**config.mk**
```make
export PLATFORM = sky130hd
export DESIGN_NAME = fb_read_sched
export DESIGN_NICKNAME = d
export VERILOG_FILES = /design/src/rtl/fb_pkg.sv /design/src/rtl/rd_tag_pipe.sv /design/src/rtl/fb_read_sched.sv
export SDC_FILE = /design/constraint.sdc
export NUM_CORES = 1
export LEC_CHECK = 0
export BUFFER_PORTS_ARGS = -buffer_cell sky130_fd_sc_hd__buf_2
export CAP_MARGIN = 40
export CORE_UTILIZATION = 55
export DETAILED_ROUTE_END_ITERATION = 10
export PLACE_DENSITY = 0.74
export SLEW_MARGIN = 10
export SYNTH_ARGS = -nofsm -noshare
export SYNTH_HDL_FRONTEND = slang
export SYNTH_SLANG_ARGS = --single-unit
```
**constraint.sdc**
```tcl
create_clock -name clk_sys -period 5.8 [get_ports clk_sys]
set_input_delay 0.29 -clock clk_sys [delete_from_list [all_inputs] [get_ports clk_sys]]
set_output_delay 0.29 -clock clk_sys [all_outputs]
set_load 0.005 [all_outputs]
```
**src/rtl/fb_pkg.sv**
```systemverilog
// Shared types and default geometry for the framebuffer read scheduler.
package fb_pkg;

  localparam int FB_WIDTH_DEF  = 160;
  localparam int FB_HEIGHT_DEF = 120;
  localparam int FB_SCALE_DEF  = 5;

  typedef enum logic [1:0] {IDLE, FILL, FLUSH} sched_state_t;
  typedef enum logic {TAG_FILL, TAG_REQ} rd_tag_t;

endpackage

```
**src/rtl/rd_tag_pipe.sv**
```systemverilog
// Valid+tag delay line matching the BRAM read latency; can drop in-flight
// FILL entries while letting REQ entries through.
module rd_tag_pipe
  import fb_pkg::*;
#(
  parameter int LAT = 1
) (
  input  logic    clk,
  input  logic    rst,
  input  logic    in_valid,
  input  rd_tag_t in_tag,
  input  logic    flush_fill,
  output logic    out_valid,
  output rd_tag_t out_tag
);

  logic [LAT-1:0] vld_q, vld_d;
  rd_tag_t        tag_q [LAT];
  rd_tag_t        tag_d [LAT];

  always_comb begin
    vld_d[0] = in_valid;
    tag_d[0] = in_tag;
    for (int i = 1; i < LAT; i++) begin
      vld_d[i] = vld_q[i-1];
      tag_d[i] = tag_q[i-1];
    end
    if (flush_fill) begin
      for (int i = 0; i < LAT; i++) begin
        if (tag_d[i] == TAG_FILL) vld_d[i] = 1'b0;
      end
    end
  end

  always_ff @(posedge clk) begin
    if (rst) begin
      vld_q <= '0;
      for (int i = 0; i < LAT; i++) tag_q[i] <= TAG_FILL;
    end else begin
      vld_q <= vld_d;
      for (int i = 0; i < LAT; i++) tag_q[i] <= tag_d[i];
    end
  end

  assign out_valid = vld_q[LAT-1];
  assign out_tag   = tag_q[LAT-1];

endmodule

```
**src/rtl/fb_read_sched.sv**
```systemverilog
// Framebuffer BRAM read-port scheduler: linebuffer fills win over a secondary requester.
// Optional FB_READ_SCHED_STATS_EN adds underrun_cnt / req_stall_cnt outputs.
//
// state | meaning
// IDLE  | port granted to requester, waiting for a fill trigger
// FILL  | issuing FB_WIDTH consecutive reads of the current row
// FLUSH | waiting LAT_BRAM cycles for the last fill data, then advance row
module fb_read_sched
  import fb_pkg::*;
#(
  parameter int FB_WIDTH  = FB_WIDTH_DEF,
  parameter int FB_HEIGHT = FB_HEIGHT_DEF,
  parameter int FB_SCALE  = FB_SCALE_DEF,
  parameter int FB_ADDRW  = $clog2(FB_WIDTH*FB_HEIGHT),
  parameter int FB_DATAW  = 4,
  parameter int LAT_BRAM  = 1
) (
  input  logic                clk_sys,
  input  logic                rst_sys,
  input  logic                frame_sys,
  input  logic                line_sys,
  input  logic                line0_sys,
  output logic [FB_ADDRW-1:0] fb_addr_read,
  input  logic [FB_DATAW-1:0] fb_colr_read,
  output logic                lb_en_in,
  output logic [FB_DATAW-1:0] lb_data_in,
  input  logic                req_valid,
  input  logic [FB_ADDRW-1:0] req_addr,
  output logic                req_ready,
  output logic                rsp_valid,
  output logic [FB_DATAW-1:0] rsp_data,
  output logic                busy,
  output logic                underrun
`ifdef FB_READ_SCHED_STATS_EN
  ,
  output logic [7:0]          underrun_cnt,
  output logic [15:0]         req_stall_cnt
`endif
);

  localparam int CW = $clog2(FB_SCALE) + 1;
  localparam int XW = $clog2(FB_WIDTH + 1);
  localparam int RW = $clog2(FB_HEIGHT + 1);

  sched_state_t        state_q, state_d;
  logic [XW-1:0]       cnt_x_q, cnt_x_d;
  logic [1:0]          flush_cnt_q, flush_cnt_d;
  logic [FB_ADDRW-1:0] row_base_q, row_base_d;
  logic [RW-1:0]       rows_done_q, rows_done_d;
  logic [CW-1:0]       cnt_line_q, cnt_line_d;
  logic                lb_active_q, lb_active_d;
  logic [FB_ADDRW-1:0] addr_q, addr_d;
  logic                underrun_q, underrun_d;

  logic                trigger, fill_start, fill_issue, req_fire;
  logic [RW-1:0]       rows_eff;
  logic [FB_ADDRW-1:0] base_eff;
  logic                pipe_valid;
  rd_tag_t             pipe_tag;

  always_comb begin
    lb_active_d = line0_sys | (lb_active_q & ~frame_sys);
    rows_eff    = frame_sys ? '0 : rows_done_q;
    base_eff    = frame_sys ? '0 : row_base_q;
    if (line0_sys)     cnt_line_d = '0;
    else if (line_sys) cnt_line_d = (cnt_line_q == CW'(FB_SCALE - 1)) ? '0 : cnt_line_q + CW'(1);
    else               cnt_line_d = cnt_line_q;
    // frame_sys is applied before evaluating the trigger so frame+line0 refills at once
    trigger    = (line_sys | line0_sys) && (cnt_line_d == '0) && lb_active_d &&
                 (rows_eff < RW'(FB_HEIGHT));
    fill_start = trigger && ((state_q == IDLE) || frame_sys);
    req_ready  = (state_q == IDLE) && !trigger && !rst_sys;
    req_fire   = req_valid && req_ready;
    fill_issue = (state_q == FILL) && !frame_sys && !rst_sys;
    underrun_d = line_sys && (state_q != IDLE);

    if (fill_issue)    addr_d = row_base_q + FB_ADDRW'(cnt_x_q);
    else if (req_fire) addr_d = req_addr;
    else               addr_d = addr_q;

    state_d     = state_q;
    cnt_x_d     = cnt_x_q;
    flush_cnt_d = flush_cnt_q;
    row_base_d  = base_eff;
    rows_done_d = rows_eff;
    if (frame_sys) begin
      state_d = IDLE;
    end else begin
      case (state_q)
        FILL: begin
          cnt_x_d = cnt_x_q + XW'(1);
          if (cnt_x_q == XW'(FB_WIDTH - 1)) begin
            state_d     = FLUSH;
            flush_cnt_d = '0;
          end
        end
        FLUSH: begin
          flush_cnt_d = flush_cnt_q + 2'd1;
          if (flush_cnt_q == 2'(LAT_BRAM - 1)) begin
            state_d = IDLE;
            if (rows_done_q < RW'(FB_HEIGHT - 1)) row_base_d = row_base_q + FB_ADDRW'(FB_WIDTH);
            if (rows_done_q < RW'(FB_HEIGHT))     rows_done_d = rows_done_q + RW'(1);
          end
        end
        default: ;
      endcase
    end
    if (fill_start) begin
      state_d = FILL;
      cnt_x_d = '0;
    end
  end

  always_ff @(posedge clk_sys) begin
    if (rst_sys) begin
      state_q     <= IDLE;
      cnt_x_q     <= '0;
      flush_cnt_q <= '0;
      row_base_q  <= '0;
      rows_done_q <= '0;
      cnt_line_q  <= '0;
      lb_active_q <= 1'b0;
      addr_q      <= '0;
      underrun_q  <= 1'b0;
    end else begin
      state_q     <= state_d;
      cnt_x_q     <= cnt_x_d;
      flush_cnt_q <= flush_cnt_d;
      row_base_q  <= row_base_d;
      rows_done_q <= rows_done_d;
      cnt_line_q  <= cnt_line_d;
      lb_active_q <= lb_active_d;
      addr_q      <= addr_d;
      underrun_q  <= underrun_d;
    end
  end

  rd_tag_pipe #(.LAT(LAT_BRAM)) u_tag_pipe (
    .clk        (clk_sys),
    .rst        (rst_sys),
    .in_valid   (fill_issue | req_fire),
    .in_tag     (fill_issue ? TAG_FILL : TAG_REQ),
    .flush_fill (frame_sys),
    .out_valid  (pipe_valid),
    .out_tag    (pipe_tag)
  );

  assign fb_addr_read = rst_sys ? '0 : addr_d;
  assign lb_en_in     = !rst_sys && pipe_valid && (pipe_tag == TAG_FILL);
  assign lb_data_in   = lb_en_in ? fb_colr_read : '0;
  assign rsp_valid    = !rst_sys && pipe_valid && (pipe_tag == TAG_REQ);
  assign rsp_data     = rsp_valid ? fb_colr_read : '0;
  assign busy         = !rst_sys && (state_q != IDLE);
  assign underrun     = !rst_sys && underrun_q;

`ifdef FB_READ_SCHED_STATS_EN
  logic [7:0]  underrun_cnt_q;
  logic [15:0] req_stall_cnt_q;

  always_ff @(posedge clk_sys) begin
    if (rst_sys || frame_sys) begin
      underrun_cnt_q  <= '0;
      req_stall_cnt_q <= '0;
    end else begin
      if (underrun_q && underrun_cnt_q != 8'hff) underrun_cnt_q <= underrun_cnt_q + 8'd1;
      if (req_valid && !req_ready && req_stall_cnt_q != 16'hffff)
        req_stall_cnt_q <= req_stall_cnt_q + 16'd1;
    end
  end

  assign underrun_cnt  = underrun_cnt_q;
  assign req_stall_cnt = req_stall_cnt_q;
`endif

endmodule

```
==> results of run 1 <==
-- power by group through the flow --
stage / Clock (µW) / Combinational [µW] / Sequential, µW
floorplan: 0 / 47.1 / 413
global placement: 0 / 69.0 / 413
detailed placement: 0 / 70.6 / 414
CTS: 407 / 71.1 / 405
global route: 427 / 78.7 / 406
finish: 401 / 70.7 / 405
-- cells by family (layout without fill, tap and decap cells) --
family / after synthesis / count (layout) / synth area share (%)
compound gates: 75 / 75 / 16.3
xor+xnor: 26 / 26 / 7.32
fa+ha+maj: 18 / 18 / 7.48
buf+inv: 24 / 80 / 3.98
flops: 57 / 57 / 36.7
mux: 21 / 21 / 7.20
simple gates: 130 / 130 / 21.0
-- cells in the final DEF, fill, tap and decap left out, types with 13 or more instances in the layout --
cell / instances
a21oi_1: 23
and2_1: 14
buf_2: 52
dfxtp_1: 57
ha_1: 17
mux2i_1: 19
nand2_1: 23
nor2_1: 43
o21ai_0: 17
xnor2_1: 13
xor2_1: 13
-- layer usage --
metal	routed length, µm	part of all wire [%]	vias to the layer above
met4	108	1.6	0
met2	3080	47	62
met3	324	4.9	14
met1	3090	47	1228
li1	-	-	1349
met5	0	0	-
-- worst max-delay path, delay by kind of cell, from the launching register on --
family / cells / cell delay, ns
adders and majority gates: 1 / 0.22
buffers and inverters: 2 / 0.29
AOI/OAI and AO/OA: 4 / 1.40
DFF: 1 / 0.44
and+or+nand+nor: 1 / 0.15
muxes: 1 / 0.22
-- flip-flops by register name, summed over array words and instances, names as in the netlist --
name / count
state_q: 2
flush_cnt_q: 2
u_tag_pipe.tag_q: 1
cnt_line_q: 4
lb_active_q: 1
row_base_q: 15
u_tag_pipe.out_valid: 1
underrun_q: 1
addr_q: 15
rows_done_q: 7
cnt_x_q: 8
-- worst paths after layout --
kind	startpoint	endpoint	slack, ns	depth (start not counted)
hold / removal	line0_sys	cnt_line_q[2]$_SDFF_PP0_	0.23	2
setup / recovery	cnt_line_q[0]$_SDFF_PP0_	fb_addr_read[9]	2.44	9
hold reg to reg	row_base_q[4]$_SDFFE_PP0P_	row_base_q[4]$_SDFFE_PP0P_	0.47	1
setup reg to reg	cnt_line_q[0]$_SDFF_PP0_	addr_q[9]$_DFF_P_	3.14	8
-- stage by stage --
stage	utilization [%]	cells	setup slack [ns]	area, µm²
2_1_floorplan	-	351	3.26	3110
3_3_place_gp	61.8	463	2.94	3380
3_5_place_dp	61.8	463	2.81	3380
4_1_cts	65.6	479	2.44	3590
5_1_grt	65.6	479	2.26	3590
6_report	65.6	479	2.44	3590
-- layout make-up --
class / instances / area (µm²)
clock buffer: 10 / 128
clock inverter: 6 / 82.6
fill: 480 / 1880
inverter: 12 / 45.0
multi-input combinational: 270 / 1850
sequential: 57 / 1140
tap: 72 / 90.1
timing repair buffer: 52 / 260
==> results_tabular.tex, run 1 <==
\begin{tabular}{lr}
\hline
Metric & Value \\
\hline
\multicolumn{2}{l}{\textbf{Status}} \\
\quad Result of the run & finished, final reports clean \\
\multicolumn{2}{l}{\textbf{Setup path}} \\
\quad Critical path launch point type & register \\
\quad List of cells traversed by the critical path & inv\_1 > ha\_1 > nor2b\_1 > a221o\_2 > a31oi\_4 > o2111ai\_4 > mux2i\_1 > a221oi\_1 > buf\_2 \\
\quad Crit path arrival time & 3.07 ns \\
\quad Slowest stage cell, crit path & dfxtp\_1 \\
\quad CP required & between 5 and 6 ns \\
\quad Largest stage delay, worst path & 0.44 ns \\
\quad Maximum fanout along the worst path & 14 \\
\quad Kind of end point of the critical path & output port \\
\quad Crit Path Class & reg2out \\
\multicolumn{2}{l}{\textbf{Floorplanning}} \\
\quad I/O pins & 53 \\
\quad Core Region & around 5500 µm² \\
\quad Standard-cell row count & 27 \\
\quad Width of the die & 77.2 µm \\
\quad Die H & 77.2 µm \\
\quad Die Outline Area & 5960 µm² \\
\quad Starting Density & approximately 57\% \\
\multicolumn{2}{l}{\textbf{Power}} \\
\quad Power share of the clock group & a little under half \\
\quad Proportion of total power due to net switching & 23.5\% \\
\quad Flop pwr share & 46.2\% \\
\quad Cell-internal power & between 600 and 700 µW \\
\quad Pwr Density & 244 nW/µm² \\
\quad Worst ir drop on vdd & 0.155 mV \\
\quad Overall Power & between 800 and 900 µW \\
\quad Switching power summed over all nets & around 200 µW \\
\quad Combinational group share of total power & under 10\% \\
\quad Leakage power & between 0.0015 and 0.002 µW \\
\multicolumn{2}{l}{\textbf{Yosys}} \\
\quad \#FFs+latches synth & 57 \\
\quad Proportion of synthesized flip-flops having asynchronous set or reset & 0\% \\
\quad Number of synthesized flops with an enable pin & 0 \\
\quad Total number of yosys warnings & 0 \\
\quad Library cells used by synthesis & 48 \\
\quad Sequential area share after synthesis & between 30\% and 40\% \\
\quad Dominant synthesized flop cell & dfxtp\_1 \\
\quad Most common cell in the netlist & dfxtp\_1 \\
\quad Post-synth top cells & 57 x dfxtp\_1, 43 x nor2\_1, 23 x a21oi\_1, 23 x nand2\_1, 19 x mux2i\_1 \\
\quad Summed instance area of the synthesized netlist & 3110 µm² \\
\quad Net Count, Synth & 394 \\
\quad Share of the synthesized area in the top cell type & a little under two fifths \\
\quad Instance count of the mapped netlist & roughly 350 \\
\quad Cell types with the largest area share after synthesis & dfxtp\_1 37\%, ha\_1 6.8\%, mux2i\_1 6.1\% \\
\quad Mean cell area of the mapped netlist & about 9 µm² \\
\quad Most area-hungry cell type in the Yosys netlist & dfxtp\_1 \\
\multicolumn{2}{l}{\textbf{Clock network}} \\
\quad TritonCTS clock tree & yes \\
\quad H-tree depth & 3 \\
\quad Total of hold buffers inserted after clock tree synthesis & 0 \\
\quad Clock buffers created by TritonCTS & 9 \\
\quad CTS Root Buffer Type & clkbuf\_8 \\
\quad Clock Sinks & 57 \\
\quad CTS clock-pin slew for the worst setup and hold paths & around 0.07 ns \\
\quad Number of gates resized after CTS & 0 \\
\quad Setup Fix Bufs, Post-CTS & 0 \\
\quad Clock buffer depth & 2 \\
\quad Latest clock arrival within the worst-skew pair & 0.34 ns \\
\multicolumn{2}{l}{\textbf{Placement}} \\
\quad Input/output buffers & 52 \\
\quad Gpl congestion & roughly 0.78 \\
\quad Dpl hpwl & a little under 5 mm \\
\multicolumn{2}{l}{\textbf{STA}} \\
\quad Final-report setup violation count & 0 \\
\quad Post-route fraction of the period consumed by the critical path & approximately 58\% \\
\quad Remaining max-slew budget at the tightest pin & a little under three fifths \\
\quad F\_max & just under 0.3 GHz \\
\quad Tightest hold margin & around 0.23 ns \\
\quad Final number of max-transition violations & 0 \\
\quad Tightest Pin Transition & 0.653 ns \\
\quad Clock Skew & a little under 0.009 ns \\
\quad Final critical delay including setup and external delays & 3.36 ns \\
\quad Total negative slack for setup checks & 0 ns \\
\quad Setup repair after global routing missed its margin & false \\
\quad Number of hold-slack violations in the final timing report & 0 \\
\multicolumn{2}{l}{\textbf{Final layout}} \\
\quad Share of cells above drive strength 1 & between 10\% and 20\% \\
\quad Antenna diode count & 0 \\
\quad Count of nets after finishing & $\sim$450 \\
\quad Growth of design area from synthesis to finish & 15.5\% \\
\multicolumn{2}{l}{\textbf{Drt}} \\
\quad Vias per std cell & around 5.5 \\
\quad Total number of vias & $\sim$2700 \\
\quad Post-route antenna net violation count & 0 \\
\quad Post-detailed-route DRC marker count & 0 \\
\quad First-pass iteration count of the detailed router & 4 \\
\quad Per-cell routed wire length & around 14 µm \\
\quad Iteration-0 DRC Markers & between 80 and 90 \\
\quad Final routed wirelength across all metal layers & 6.60 mm \\
\multicolumn{2}{l}{\textbf{GRT}} \\
\quad Met3 track utilization from global routing & roughly 6\% \\
\quad Maximum number of pins on one net before global-route repair & 29 \\
\quad Total global routing overflow & 0 \\
\quad Antenna violations before repair & 0 \\
\quad Wire length of the first global-routing pass & $\sim$11 mm \\
\quad Met2 global-route usage & just under 40\% \\
\quad Most congested layer reported by global routing & met2 \\
\quad Met1 Track Usage GR & 29.9\% \\
\quad Vias in the first global route & 2437 \\
\quad Total routing resource utilization after global routing & roughly a quarter \\
\multicolumn{2}{l}{\textbf{Hold path}} \\
\quad Path category of the worst min-delay check & in2reg \\
\multicolumn{2}{l}{\textbf{Job}} \\
\quad Number of max-capacitance violations reported & 0 \\
\hline
\end{tabular}
No activity file was read; power rests on OpenSTA's default activity.
==> run 2, diff against run 1 <==
clock period = 3.39 ns   (was 5.8 ns; I/O delays follow)
==> run 2 against run 1 <==
- clock power grew 65%
- total power grew 69%
- via count grew 0.19%
- clock-buffer cell count grew 4
- cell count grew 0.63%
- largest power group unchanged
- highest routed layer unchanged
==> results_tabular.tex, run 2 (same netlist as run 1, synthesis figures left out) <==
\begin{tabular}{lr}
\hline
Metric & Value \\
\hline
\multicolumn{2}{l}{\textbf{Status}} \\
\quad Result of the run & finished, final reports clean (unchanged) \\
\multicolumn{2}{l}{\textbf{STA}} \\
\quad Number of hold-slack violations in the final timing report & 0 (unchanged) \\
\quad Final critical delay including setup and external delays & 3.07 ns \\
\quad Total negative slack for setup checks & 0 ns (unchanged) \\
\quad Setup repair after global routing missed its margin & false (unchanged) \\
\quad Tightest Pin Transition & 0.641 ns (was 0.653 ns) \\
\quad Final number of max-transition violations & 0 (unchanged) \\
\quad Remaining max-slew budget at the tightest pin & 57.1\% (was 56.4\%) \\
\quad Post-route fraction of the period consumed by the critical path & between 90\% and 100\% \\
\quad Final-report setup violation count & 0 (unchanged) \\
\quad Clock Skew & 0.00664 ns (was 0.00868 ns) \\
\quad F\_max & roughly 0.33 GHz \\
\multicolumn{2}{l}{\textbf{Final layout}} \\
\quad Count of nets after finishing & 448 (was 445) \\
\quad Antenna diode count & 0 (unchanged) \\
\quad Growth of design area from synthesis to finish & 16.1\% (was 15.5\%) \\
\quad Share of cells above drive strength 1 & 19.3\% (was 18.9\%) \\
\quad Commonest non-fill, non-tap cell in the layout & dfxtp\_1 (unchanged) \\
\quad Registers with the highest flip-flop counts & addr\_q x15, row\_base\_q x15, cnt\_x\_q x8 (unchanged) \\
\quad Commonest non-fill, non-tap cells in the layout & 57 x dfxtp\_1, 52 x buf\_2, 43 x nor2\_1 (unchanged) \\
\multicolumn{2}{l}{\textbf{Setup path}} \\
\quad Kind of end point of the critical path & output port (unchanged) \\
\quad List of cells traversed by the critical path & inv\_1 > ha\_1 > nor2b\_1 > a221o\_2 > a31oi\_4 > o2111ai\_4 > buf\_4 > mux2i\_1 > a221oi\_1 > buf\_2 (was inv\_1 > ha\_1 > nor2b\_1 > a221o\_2 > a31oi\_4 > o2111ai\_4 > mux2i\_1 > a221oi\_1 > buf\_2) \\
\quad Setup slack on the worst flop-to-flop path & 0.89 ns (was 3.14 ns) \\
\quad Slowest stage cell, crit path & dfxtp\_1 (unchanged) \\
\quad Critical path launch point type & register (unchanged) \\
\quad Crit path launch & cnt\_line\_q[0]\$\_SDFF\_PP0\_ (unchanged) \\
\quad Number of cells on the worst reg-to-reg path & 9 (was 8) \\
\quad Worst reg2reg path endpoint & addr\_q[4]\$\_DFF\_P\_ (was addr\_q[9]\$\_DFF\_P\_) \\
\quad Maximum fanout along the worst path & 8 (was 14) \\
\quad Worst setup path endpoint & fb\_addr\_read[4] (was fb\_addr\_read[9]) \\
\quad Crit path arrival time & 2.90 ns (was 3.07 ns) \\
\quad Largest stage delay, worst path & 0.44 ns (about the same) \\
\quad Crit Path Class & reg2out (unchanged) \\
\quad CP required & 3.22 ns (was 5.51 ns) \\
\quad Reg-to-reg critical path startpoint & cnt\_line\_q[0]\$\_SDFF\_PP0\_ (unchanged) \\
\multicolumn{2}{l}{\textbf{Power}} \\
\quad Worst ir drop on vdd & 0.249 mV (was 0.155 mV) \\
\quad Leakage power & 0.00164 µW (was 0.00163 µW) \\
\quad Overall Power & 1480 µW (was 877 µW) \\
\quad Pwr Density & 409 nW/µm² (was 244 nW/µm²) \\
\multicolumn{2}{l}{\textbf{Drt}} \\
\quad Total number of vias & 2658 (was 2653) \\
\quad Post-route antenna net violation count & 0 (unchanged) \\
\quad Post-detailed-route DRC marker count & 0 (unchanged) \\
\quad Iteration-0 DRC Markers & 164 (was 86) \\
\quad Vias per std cell & 5.51 (was 5.54) \\
\quad Per-cell routed wire length & 14.0 µm (was 13.8 µm) \\
\quad First-pass iteration count of the detailed router & 4 (unchanged) \\
\quad Final routed wirelength across all metal layers & 6.75 mm (was 6.60 mm) \\
\multicolumn{2}{l}{\textbf{Clock network}} \\
\quad Clock buffer depth & 2 (unchanged) \\
\quad H-tree depth & 3 (unchanged) \\
\quad Clock buffers created by TritonCTS & 9 (unchanged) \\
\quad Total of hold buffers inserted after clock tree synthesis & 0 (unchanged) \\
\quad Clock Sinks & 57 (unchanged) \\
\quad CTS Root Buffer Type & clkbuf\_8 (unchanged) \\
\quad CTS clock-pin slew for the worst setup and hold paths & 0.06 ns (was 0.07 ns) \\
\quad TritonCTS clock tree & yes (unchanged) \\
\quad Latest clock arrival within the worst-skew pair & 0.34 ns (about the same) \\
\multicolumn{2}{l}{\textbf{Placement}} \\
\quad Gpl congestion & 0.782 (was 0.783) \\
\quad Input/output buffers & 52 (unchanged) \\
\quad Dpl hpwl & 4.91 mm (was 4.86 mm) \\
\multicolumn{2}{l}{\textbf{GRT}} \\
\quad Vias in the first global route & 2495 (was 2437) \\
\quad Total routing resource utilization after global routing & 24.1\% (was 24.0\%) \\
\quad Wire length of the first global-routing pass & 11.3 mm (was 11.2 mm) \\
\quad Maximum number of pins on one net before global-route repair & 29 (unchanged) \\
\quad Antenna violations before repair & 0 (unchanged) \\
\quad Total global routing overflow & 0 (unchanged) \\
\multicolumn{2}{l}{\textbf{Floorplanning}} \\
\quad Die H & 77.2 µm (unchanged) \\
\quad Standard-cell row count & 27 (unchanged) \\
\quad Die Outline Area & 5960 µm² (unchanged) \\
\quad I/O pins & 53 (unchanged) \\
\quad Core Region & 5470 µm² (unchanged) \\
\quad Starting Density & 56.8\% (unchanged) \\
\quad Width of the die & 77.2 µm (unchanged) \\
\multicolumn{2}{l}{\textbf{Job}} \\
\quad Number of max-capacitance violations reported & 0 (unchanged) \\
\multicolumn{2}{l}{\textbf{Hold path}} \\
\quad Worst hold path stage count & 2 (unchanged) \\
\quad Path category of the worst min-delay check & in2reg (unchanged) \\
\hline
\end{tabular}
[run 2: changes by cell type in the layout (fill, tap and decap cells not counted)]
| cell | before | now |
|---|---|---|
| buf_4 | 0 | 3 |
| bufinv_16 | 2 | 1 |
| clkbuf_8 | 9 | 12 |
| clkinvlp_4 | 1 | 0 |
| clkbuf_1 | 1 | 2 |
| clkinv_2 | 3 | 1 |
[run 2: where the power goes]
group / internal, µW / switching, µW / leakage (µW) / total [µW]
sequential: 686 / 7.22 / 0.000462 / 693
combinational: 54.0 / 69.4 / 0.00107 / 123
clock: 399 / 262 / 0.000107 / 661
total: 1140 / 339 / 0.00164 / 1480
[run 2: worst min path at each step]
stage	start	slack [ns]	endpoint
2_1_floorplan	line0_sys	0.25	cnt_line_q[0]$_SDFF_PP0_
3_3_place_gp	row_base_q[3]$_SDFFE_PP0P_	0.45	row_base_q[3]$_SDFFE_PP0P_
3_5_place_dp	row_base_q[4]$_SDFFE_PP0P_	0.45	row_base_q[4]$_SDFFE_PP0P_
4_1_cts	line0_sys	0.12	cnt_line_q[0]$_SDFF_PP0_
5_1_grt	line0_sys	0.13	cnt_line_q[0]$_SDFF_PP0_
6_report	line0_sys	0.12	cnt_line_q[0]$_SDFF_PP0_
[run 2: repair_timing]
action	in CTS	in global routing
resized for setup	0	0
endpoints found under the setup margin	0	1
endpoints found under the hold margin	0	0
buffers inserted	0	2
[run 2: metal layers]
metal	GRT usage, %	routed length [µm]	vias to the layer above
met2	38.8	3140	44
li1	-	-	1350
met5	0	0	-
met1	30.4	3270	1256
met4	12.3	107	0
met3	4.52	230	8
[run 2: worst max-delay path: cells and delay by family (launching register included)]
kind	cells	cell delay, ns
compound gates	4	1.14
fa+ha+maj	1	0.22
buf+inv	3	0.50
flops	1	0.44
mux	1	0.12
simple gates	1	0.15
[run 2: cell type report]
cell class | count | area (µm²)
fill | 472 | 1860
multi-input combinational | 270 | 1850
sequential | 57 | 1140
timing repair buffer | 55 | 283
clock buffer | 14 | 173
tap | 72 | 90.1
inverter | 12 | 45.0
clock inverter | 2 | 35.0
[run 2: through the flow]
stage	instance area, µm²	setup slack [ns]	hold WS, ns	cells	utilization [%]
floorplan	3110	0.969	0.245	351	-
global placement	3390	0.656	0.447	464	61.9
detailed placement	3390	0.513	0.450	464	61.9
CTS	3600	0.146	0.120	480	65.7
global route	3610	0.158	0.132	482	66.0
finish	3610	0.316	0.121	482	66.0
